### config.mk
export PLATFORM = sky130hd
export DESIGN_NAME = inst_queue_flat
export DESIGN_NICKNAME = d
export VERILOG_FILES = /design/src/rtl/inst_queue_pkg.sv /design/src/rtl/inst_queue_if.sv /design/src/rtl/inst_queue_flush_tracker.sv /design/src/rtl/inst_queue.sv /design/src/flat_wrapper.sv
export SDC_FILE = /design/constraint.sdc
export NUM_CORES = 2
export LEC_CHECK = 0
export CAP_MARGIN = 40
export CORE_UTILIZATION = 50
export DETAILED_ROUTE_END_ITERATION = 10
export HOLD_SLACK_MARGIN = 0.03
export PLACE_DENSITY = 0.7
export SLEW_MARGIN = 30
export SYNTH_ARGS = -nofsm -noshare
export SYNTH_HDL_FRONTEND = slang
export SYNTH_SLANG_ARGS = --single-unit
### constraint.sdc
create_clock -name clk -period 13.9 [get_ports clk]
set_clock_uncertainty 0.2 [all_clocks]
set_input_delay 2.085 -clock clk [delete_from_list [all_inputs] [get_ports clk]]
set_output_delay 2.085 -clock clk [all_outputs]
set_load 0.1 [all_outputs]
### src/rtl/inst_queue_pkg.sv
// Shared types and constants for the instruction queue behind fetch.
// The optional INST_QUEUE_PERF_EN build adds saturating performance counters.
package inst_queue_pkg;

  localparam int IQ_DEPTH = 16;
  localparam int IQ_SS    = 2;

  typedef struct packed {
    logic [31:0] pc;
    logic [31:0] inst;
  } fetch_entry_t;

  typedef enum logic {
    FT_VALID = 1'b0,
    FT_STALE = 1'b1
  } ft_state_e;

  function automatic logic [31:0] sat_add32(input logic [31:0] base, input logic [31:0] inc);
    logic [32:0] sum;
    sum = {1'b0, base} + {1'b0, inc};
    return sum[32] ? 32'hFFFF_FFFF : sum[31:0];
  endfunction

endpackage

### src/rtl/inst_queue_if.sv
// Fetch-response / decode-dequeue bundle of the instruction queue.
// The queue uses the slave modport; its environment uses master.
interface inst_queue_if #(
  parameter int SS    = 2,
  parameter int DEPTH = 16
);
  localparam int CW = $clog2(DEPTH) + 1;

  logic                 imem_resp;
  logic [31:0]          imem_rdata;
  logic [31:0]          resp_pc;
  logic                 flush;
  logic                 stall_inst;
  logic                 valid_request;
  logic [SS-1:0]        deq_valid;
  logic [SS-1:0][31:0]  deq_pc;
  logic [SS-1:0][31:0]  deq_inst;
  logic                 deq_ready;
  logic [CW-1:0]        count;

  modport master (
    output imem_resp, imem_rdata, resp_pc, flush, deq_ready,
    input  stall_inst, valid_request, deq_valid, deq_pc, deq_inst, count
  );

  modport slave (
    input  imem_resp, imem_rdata, resp_pc, flush, deq_ready,
    output stall_inst, valid_request, deq_valid, deq_pc, deq_inst, count
  );
endinterface

### src/rtl/inst_queue_flush_tracker.sv
// Tracks whether the outstanding imem request predates a flush, so its
// response can be discarded (valid_request = 0 while stale).
module iq_flush_tracker
  import inst_queue_pkg::*;
(
  input  logic clk,
  input  logic rst,
  input  logic flush,
  input  logic imem_resp,
  output logic valid_request
);

  ft_state_e state;
  ft_state_e state_nxt;

  // State register.
  always_ff @(posedge clk) begin
    if (rst) begin
      state <= FT_VALID;
    end else begin
      state <= state_nxt;
    end
  end

  // A flush with no response in the same cycle leaves a request in flight.
  always_comb begin
    state_nxt = state;
    case (state)
      FT_VALID: begin
        if (flush && !imem_resp) begin
          state_nxt = FT_STALE;
        end else begin
          state_nxt = FT_VALID;
        end
      end
      FT_STALE: begin
        if (imem_resp) begin
          state_nxt = FT_VALID;
        end else begin
          state_nxt = FT_STALE;
        end
      end
      default: state_nxt = FT_VALID;
    endcase
  end

  assign valid_request = (state == FT_VALID);

endmodule

### src/rtl/inst_queue.sv
// Instruction queue between fetch and decode: circular buffer of {pc, inst},
// up to SS oldest entries presented per cycle. Optional INST_QUEUE_PERF_EN.
module inst_queue
  import inst_queue_pkg::*;
#(
  parameter int SS    = IQ_SS,
  parameter int DEPTH = IQ_DEPTH
) (
  input  logic        clk,
  input  logic        rst,
  inst_queue_if.slave iq
`ifdef INST_QUEUE_PERF_EN
  ,
  output logic [31:0] perf_full_cycles,
  output logic [31:0] perf_flush_drops
`endif
);

  localparam int AW = $clog2(DEPTH);
  localparam int CW = AW + 1;

  fetch_entry_t          mem [DEPTH];
  logic [AW-1:0]         head;
  logic [AW-1:0]         tail;
  logic [CW-1:0]         occ;
  logic                  full;
  logic                  enq;
  logic [SS-1:0]         lane_valid;
  logic [SS-1:0][31:0]   lane_pc;
  logic [SS-1:0][31:0]   lane_inst;
  logic [CW-1:0]         deq_cnt;
  logic                  valid_request;

  iq_flush_tracker u_flush_tracker (
    .clk           (clk),
    .rst           (rst),
    .flush         (iq.flush),
    .imem_resp     (iq.imem_resp),
    .valid_request (valid_request)
  );

  // Full is judged on registered occupancy only; a same-cycle pop earns no credit.
  assign full = (occ == CW'(DEPTH));
  assign enq  = iq.imem_resp & valid_request & ~iq.flush & ~full;

  // Lane views of the oldest entries and the number consumed this cycle.
  always_comb begin
    lane_valid = '0;
    lane_pc    = '0;
    lane_inst  = '0;
    deq_cnt    = '0;
    for (int i = 0; i < SS; i++) begin
      lane_valid[i] = (CW'(i) < occ) & ~iq.flush;
      lane_pc[i]    = mem[head + AW'(i)].pc;
      lane_inst[i]  = mem[head + AW'(i)].inst;
      if (iq.deq_ready && lane_valid[i]) begin
        deq_cnt = deq_cnt + CW'(1);
      end else begin
        deq_cnt = deq_cnt;
      end
    end
  end

  // Storage write; contents are deliberately left unreset.
  always_ff @(posedge clk) begin
    if (enq) begin
      mem[tail] <= '{pc: iq.resp_pc, inst: iq.imem_rdata};
    end
  end

  // Pointers and occupancy.
  always_ff @(posedge clk) begin
    if (rst || iq.flush) begin
      head <= '0;
      tail <= '0;
      occ  <= '0;
    end else begin
      head <= head + deq_cnt[AW-1:0];
      tail <= tail + AW'(enq);
      occ  <= occ + CW'(enq) - deq_cnt;
    end
  end

`ifdef INST_QUEUE_PERF_EN
  // Saturating full-cycle and flush-discard counters.
  always_ff @(posedge clk) begin
    if (rst) begin
      perf_full_cycles <= 32'd0;
      perf_flush_drops <= 32'd0;
    end else begin
      if (full) begin
        perf_full_cycles <= sat_add32(perf_full_cycles, 32'd1);
      end
      if (iq.flush) begin
        perf_flush_drops <= sat_add32(perf_flush_drops, 32'(occ));
      end
    end
  end
`endif

  assign iq.stall_inst    = full;
  assign iq.valid_request = valid_request;
  assign iq.deq_valid     = lane_valid;
  assign iq.deq_pc        = lane_pc;
  assign iq.deq_inst      = lane_inst;
  assign iq.count         = occ;

endmodule

### src/flat_wrapper.sv
// flat-port wrapper written by rule: the top's interface ports become plain ports
module inst_queue_flat import inst_queue_pkg::*;
#(
  parameter int SS    = IQ_SS,
  parameter int DEPTH = IQ_DEPTH
)
  (clk, rst, iq_imem_resp, iq_imem_rdata, iq_resp_pc, iq_flush, iq_deq_ready, iq_stall_inst, iq_valid_request, iq_deq_valid, iq_deq_pc, iq_deq_inst, iq_count);
  inst_queue_if #(.SS(SS), .DEPTH(DEPTH)) iq_i ();
  input  logic clk;
  input  logic rst;
  input wire logic [$bits(iq_i.imem_resp)-1:0] iq_imem_resp;
  input wire logic [$bits(iq_i.imem_rdata)-1:0] iq_imem_rdata;
  input wire logic [$bits(iq_i.resp_pc)-1:0] iq_resp_pc;
  input wire logic [$bits(iq_i.flush)-1:0] iq_flush;
  input wire logic [$bits(iq_i.deq_ready)-1:0] iq_deq_ready;
  output wire logic [$bits(iq_i.stall_inst)-1:0] iq_stall_inst;
  output wire logic [$bits(iq_i.valid_request)-1:0] iq_valid_request;
  output wire logic [$bits(iq_i.deq_valid)-1:0] iq_deq_valid;
  output wire logic [$bits(iq_i.deq_pc)-1:0] iq_deq_pc;
  output wire logic [$bits(iq_i.deq_inst)-1:0] iq_deq_inst;
  output wire logic [$bits(iq_i.count)-1:0] iq_count;
  assign iq_i.imem_resp = iq_imem_resp;
  assign iq_i.imem_rdata = iq_imem_rdata;
  assign iq_i.resp_pc = iq_resp_pc;
  assign iq_i.flush = iq_flush;
  assign iq_i.deq_ready = iq_deq_ready;
  assign iq_stall_inst = iq_i.stall_inst;
  assign iq_valid_request = iq_i.valid_request;
  assign iq_deq_valid = iq_i.deq_valid;
  assign iq_deq_pc = iq_i.deq_pc;
  assign iq_deq_inst = iq_i.deq_inst;
  assign iq_count = iq_i.count;
  inst_queue #(.SS(SS), .DEPTH(DEPTH)) u_core (.clk(clk), .rst(rst), .iq(iq_i));
endmodule
-- Word-level counts from Yosys, hierarchy flattened
Memory sizes are Yosys's and may differ from the RTL's. A register that Yosys moved wholly into a read port is not among the register bits.
Index checks and enable logic that the tools add are counted.
- register bits: 14
- memories kept: 1
- memory bits (writable): 1024
- word-level logic and storage cells: 35
- bits of input ports: 69
- $lt $le $gt $ge: 2
- equality and inequality tests: 1
- reduce and logical (&&, ||, !) cells: 5
- mux-type cells: 8
- bitwise gates (word level): 8
- add/subtract/negate cells: 6
- memories (memory ; depth ; width ; read ports ; clocked after Yosys merged registers in ; write ports ; line ; text):
    u_core.mem ; 16 ; 64 ; 2 ; 1 ; 1 ; inst_queue.sv:22 ; fetch_entry_t mem [DEPTH];
- operator list (cell ; number):
    1-bit by 5-bit < comparator with 1-bit output, first input constant ; 2
    5-bit by 1-bit adder with 5-bit output ; 1
    1-bit AND ; 5
    5-bit == test, second input constant ; 1
    1-bit 2-to-1 mux ; 5
    5-bit 2-to-1 mux ; 1
    5-bit subtractor ; 1
    4-bit by 1-bit adder with 4-bit output ; 1
    4-bit by 1-bit adder with 4-bit output, second input constant ; 1
    4-bit adder ; 1
    4-bit 2-to-1 mux ; 1
    1-bit logical AND ; 3
    1-bit NOT ; 3
    1-bit by 1-bit adder with 2-bit output, second input constant ; 1
    1-bit case mux with 2 select lines ; 1
    1-bit zero test ; 1
    1-bit logical OR ; 1

-- Logic depth before layout (Yosys ltp)
- depth after elaboration: 8
- gate-level depth with buffers: 15
- gate-level depth less buffers: 15

-- Modules after synthesis
From an unflattened synthesis, not the netlist that was laid out.
- cells, all modules: 2357
- area total of the unflattened synthesis: 46947.5 um^2
- by module, submodules not included (module ; instances ; seq. area each (um^2) ; area an instance (um^2) ; cells an instance):
    inst_queue ; 1 ; 31009.7 ; 46910.0 ; 2353
    iq_flush_tracker ; 1 ; 20.0 ; 37.5 ; 4

-- Worst setup path before layout
OpenSTA, ideal clock, no wires.
- path kind: input to register
- start point: in iq_flush
- end point: mem u_core.mem[0][0] (netlist bit), enable pin
- path buffers: 0
- cell stages on the path: 4
- arrival: 7105 ps
- path slack: 6031 ps
- cell sequence: nor2_1 nand2_1 or4_1 nor3_1
- longest elaborated chain between the ends: 5
- RTL lines (item ; line ; text):
    start, declared ; flat_wrapper.sv:14 ; input wire logic [$bits(iq_i.flush)-1:0] iq_flush;
    1-bit NOT ; inst_queue.sv:44 ; assign enq = iq.imem_resp & valid_request & ~iq.flush & ~full;
    1-bit AND (2 in series) ; inst_queue.sv:44 ;
    1-bit 2-to-1 mux ; inst_queue.sv:66 ; if (enq) begin
    1-bit 2-to-1 mux (implied by the code) ; inst_queue.sv:67 ; mem[tail] <= '{pc: iq.resp_pc, inst: iq.imem_rdata};
    end, declared ; inst_queue.sv:22 ;
No other way between the ends.

-- Worst setup path in the final report
- start point: reg u_core.head[1]
- end point: out iq_deq_pc[62]
- longest elaborated chain between the ends: 2
- RTL lines (item ; line ; text):
    start, declared ; inst_queue.sv:23 ; logic [AW-1:0] head;
    start signal, assigned ; inst_queue.sv:78 ; head <= head + deq_cnt[AW-1:0];
    4-bit by 1-bit adder with 4-bit output ; inst_queue.sv:54 ; lane_pc[i] = mem[head + AW'(i)].pc;
    memory 16 x 64 bit ; - ;
    end, declared ; flat_wrapper.sv:19 ; output wire logic [$bits(iq_i.deq_pc)-1:0] iq_deq_pc;
No other way between the ends.

==> run metrics <==
status=complete, no violations; Min-Delay Path Depth=2; core footprint=0.0950 mm2; highest-count cells in the layout ignoring fill and taps=1024 x edfxtp_1, 384 x mux4_2, 195 x clkdlybuf4s50_1; number of optimization iterations in the first detailed-route pass=5; Inserted Clock Buffers=107; global-route congestion overflow total=0; number of nets with antenna violations after detailed routing=0; Hold Crit Class=flip-flop to flip-flop; vias in the first global route=29.3k; Die Height=312 um; Yosys warnings=0; total wirelength of the detailed-routed design=129000 um; setup repair after global routing missed its margin=no; first-pass GRT wire length=188000 um; switching share of power=29.4%; final setup vio count=0; antenna violations before repair=9; CP Class=flip-flop to primary output; die outline width=312 um; number of enable flip-flop cells after synthesis=around 1.0k; Avg WL per Cell=between 20 and 30 um; # port buffers=just over 200; Post-synth top flop=edfxtp_1; power spent charging and discharging nets=2.54 mW; Max-Slew Margin vs Limit=39.9%; final weighted congestion in routability-driven placement=0.787; number of nets in the layout=3036; crit-path max cell delay=0.81 ns; CP cell instances=ha_4 -> buf_6 -> buf_4 -> buf_12 -> mux4_2 -> o2bb2ai_1 -> a221o_1 -> clkdlybuf4s50_1 -> buf_8; Post-CTS Setup Bufs=0; flip-flop and latch count after synthesis=approximately 1.0k; via count normalized by instance count=6.56; Netlist cell types=43; number of placed instances, taps included=4101; clock buffer depth=3; Post-Syn Area=0.0480 mm2; Worst Max-Slew Pin Slew=around 0.9 ns; Pwr per Cell Area=between 150 and 200 mW/mm2; internal power contribution=approximately 6.1 mW; Detailed Route Iter0 Violations=around 3.1k; vias after detailed routing=roughly 28k; Top Ports=206; worst ir drop on vdd=0.129 mV; data arrival time at the worst-slack endpoint=5.43 ns; largest net degree at the start of global routing=174; Placement Rows=roughly 110; Worst Reg2Reg Path Length in Cells=7; CTS sink count=1038; total track usage=a little over a quarter; cts hold-fix bufs=0; proportion of layout cells with a drive suffix above 1=28.6%; crit path time final=7.72 ns; clock network power share=32.6%; most common cell after layout, fill and taps aside=edfxtp_1; final-layout setup total negative slack=0 ns; fraction of power consumed by combinational cells=between 20% and 30%; CTS-repair resized insts=0; CTS Root Buffer Type=clkbuf_16; number of hold-slack violations in the final timing report=0; hpwl dp=72500 um; maximum fanout encountered on the critical timing path=45; Starting Density=around half; number of remaining DRC errors=0; maximum clock frequency=0.130 GHz; synthesized area per cell=18.3 um2; Max-cap violations=0; data required time of the worst path=11.61 ns; clock latency of the later-clocked register in the worst-skew pair=0.68 ns; number of non-filler instances in the completed layout=4305; synth-to-layout area growth=19.7%; endpoint class of the critical path=primary output; cell type of the slowest stage on the worst timing path=dfxtp_4; syn_nets=2711; level count of the clock H-tree=3; Clk pin slew, worst setup/hold paths=0.06 ns; Slew Viols, Final=0; power share of the sequential group=40.3%; sequential element share of the synthesized area=64.7%; Period Utilization, post-route=55.5%; Critical Path Source Type=flip-flop; cell count after synthesis=roughly 2.6k; Leakage=~18 nW; proportion of register bits with asynchronous set or reset after synthesis=0%; CTS tree=yes; overall die area=0.0972 mm2
final cells by class:
cell class | instances | area, um2
Inverter | 139 | 522
Clock buffer | 135 | 2800
Fill cell | 6776 | 37600
Tap cell | 1265 | 1580
Sequential cell | 1038 | 31000
Antenna cell | 4 | 10.0
Clock inverter | 60 | 622
Timing Repair Buffer | 412 | 5250
Multi-Input combinational cell | 1252 | 15600
metal layers:
metal / up-vias / track usage [%] / wire (um)
li1: 11700 / - / -
met1: 14800 / 33.8 / 48400
met2: 1383 / 44.0 / 64200
met3: 317 / 5.14 / 10200
met4: 14 / 11.7 / 5620
met5: - / 0 / 93
worst paths after layout:
path | startpoint | endpoint | slack (ns)
max reg2reg | u_core.iq.count[2]$_SDFF_PP0_ | u_core.mem[4][0]$_DFFE_PP_ | 10.14
max | u_core.head[1]$_SDFF_PP0_ | iq_deq_pc[62] | 6.18
min reg2reg | u_core.u_flush_tracker.state$_SDFF_PP0_ | u_core.u_flush_tracker.state$_SDFF_PP0_ | 0.34
min | u_core.u_flush_tracker.state$_SDFF_PP0_ | u_core.u_flush_tracker.state$_SDFF_PP0_ | 0.34
synth_stat cells (15+ instances only):
| master | number | share of area, % |
|---|---|---|
| inv_1 | 138 | 1.1 |
| a221oi_2 | 20 | 0.63 |
| o21ai_0 | 130 | 1.4 |
| mux2_2 | 64 | 1.5 |
| mux2i_1 | 192 | 4.0 |
| nor2_1 | 27 | 0.21 |
| buf_2 | 103 | 1.1 |
| nand2_1 | 68 | 0.53 |
| mux4_2 | 384 | 18 |
| a221oi_1 | 44 | 0.80 |
| a22oi_1 | 127 | 2.0 |
| ha_1 | 15 | 0.39 |
| edfxtp_1 | 1024 | 64 |
| clkbuf_1 | 64 | 0.50 |
| o221ai_1 | 63 | 1.2 |
| a21oi_1 | 70 | 0.73 |
| buf_6 | 15 | 0.35 |
state kept, by name, indices dropped and copies added (netlist names):
register / count
u_core.iq.count: 5
u_core.head: 4
u_core.u_flush_tracker.state: 1
u_core.tail: 4
u_core.mem: 1024
metrics by stage:
| step | power, mW | utilization (%) | hold WS, ns | setup slack [ns] | instance area (um2) |
|---|---|---|---|---|---|
| floorplan | 5.18 | - | 0.290 | 6.03 | 48000 |
| CTS | 8.70 | 60.3 | 0.343 | 5.80 | 57300 |
| global placement | 5.57 | 53.9 | 0.316 | 5.79 | 51200 |
| detailed placement | 5.90 | 56.7 | 0.334 | 6.55 | 53800 |
| finish | 8.65 | 60.4 | 0.341 | 6.18 | 57400 |
| global route | 8.92 | 60.4 | 0.388 | 5.83 | 57400 |
cells by family after synthesis:
group	count (synthesis)	synth area share [%]
fa+ha+maj	17	0.475
mux	641	23.6
buf+inv	335	3.21
simple gates	125	1.12
xor+xnor	6	0.110
compound gates	463	6.81
flops	1038	64.7
power by group through the flow:
stage	registers (mW)	clock network (mW)	logic (mW)
after detailed placement	3.56	0	2.33
final	3.49	2.82	2.34
after global placement	3.56	0	2.01
after CTS	3.50	2.86	2.35
after global routing	3.49	2.98	2.46
after floorplan	3.57	0	1.61
worst max-delay path: cells and delay by family, from the launching register on:
| kind | cells | cell delay, ns |
|---|---|---|
| adders and majority gates | 1 | 0.71 |
| DFF | 1 | 0.81 |
| buffers and inverters | 5 | 2.14 |
| AOI/OAI and AO/OA | 2 | 0.47 |
| muxes | 1 | 0.52 |
No activity file was read; power rests on OpenSTA's default activity.
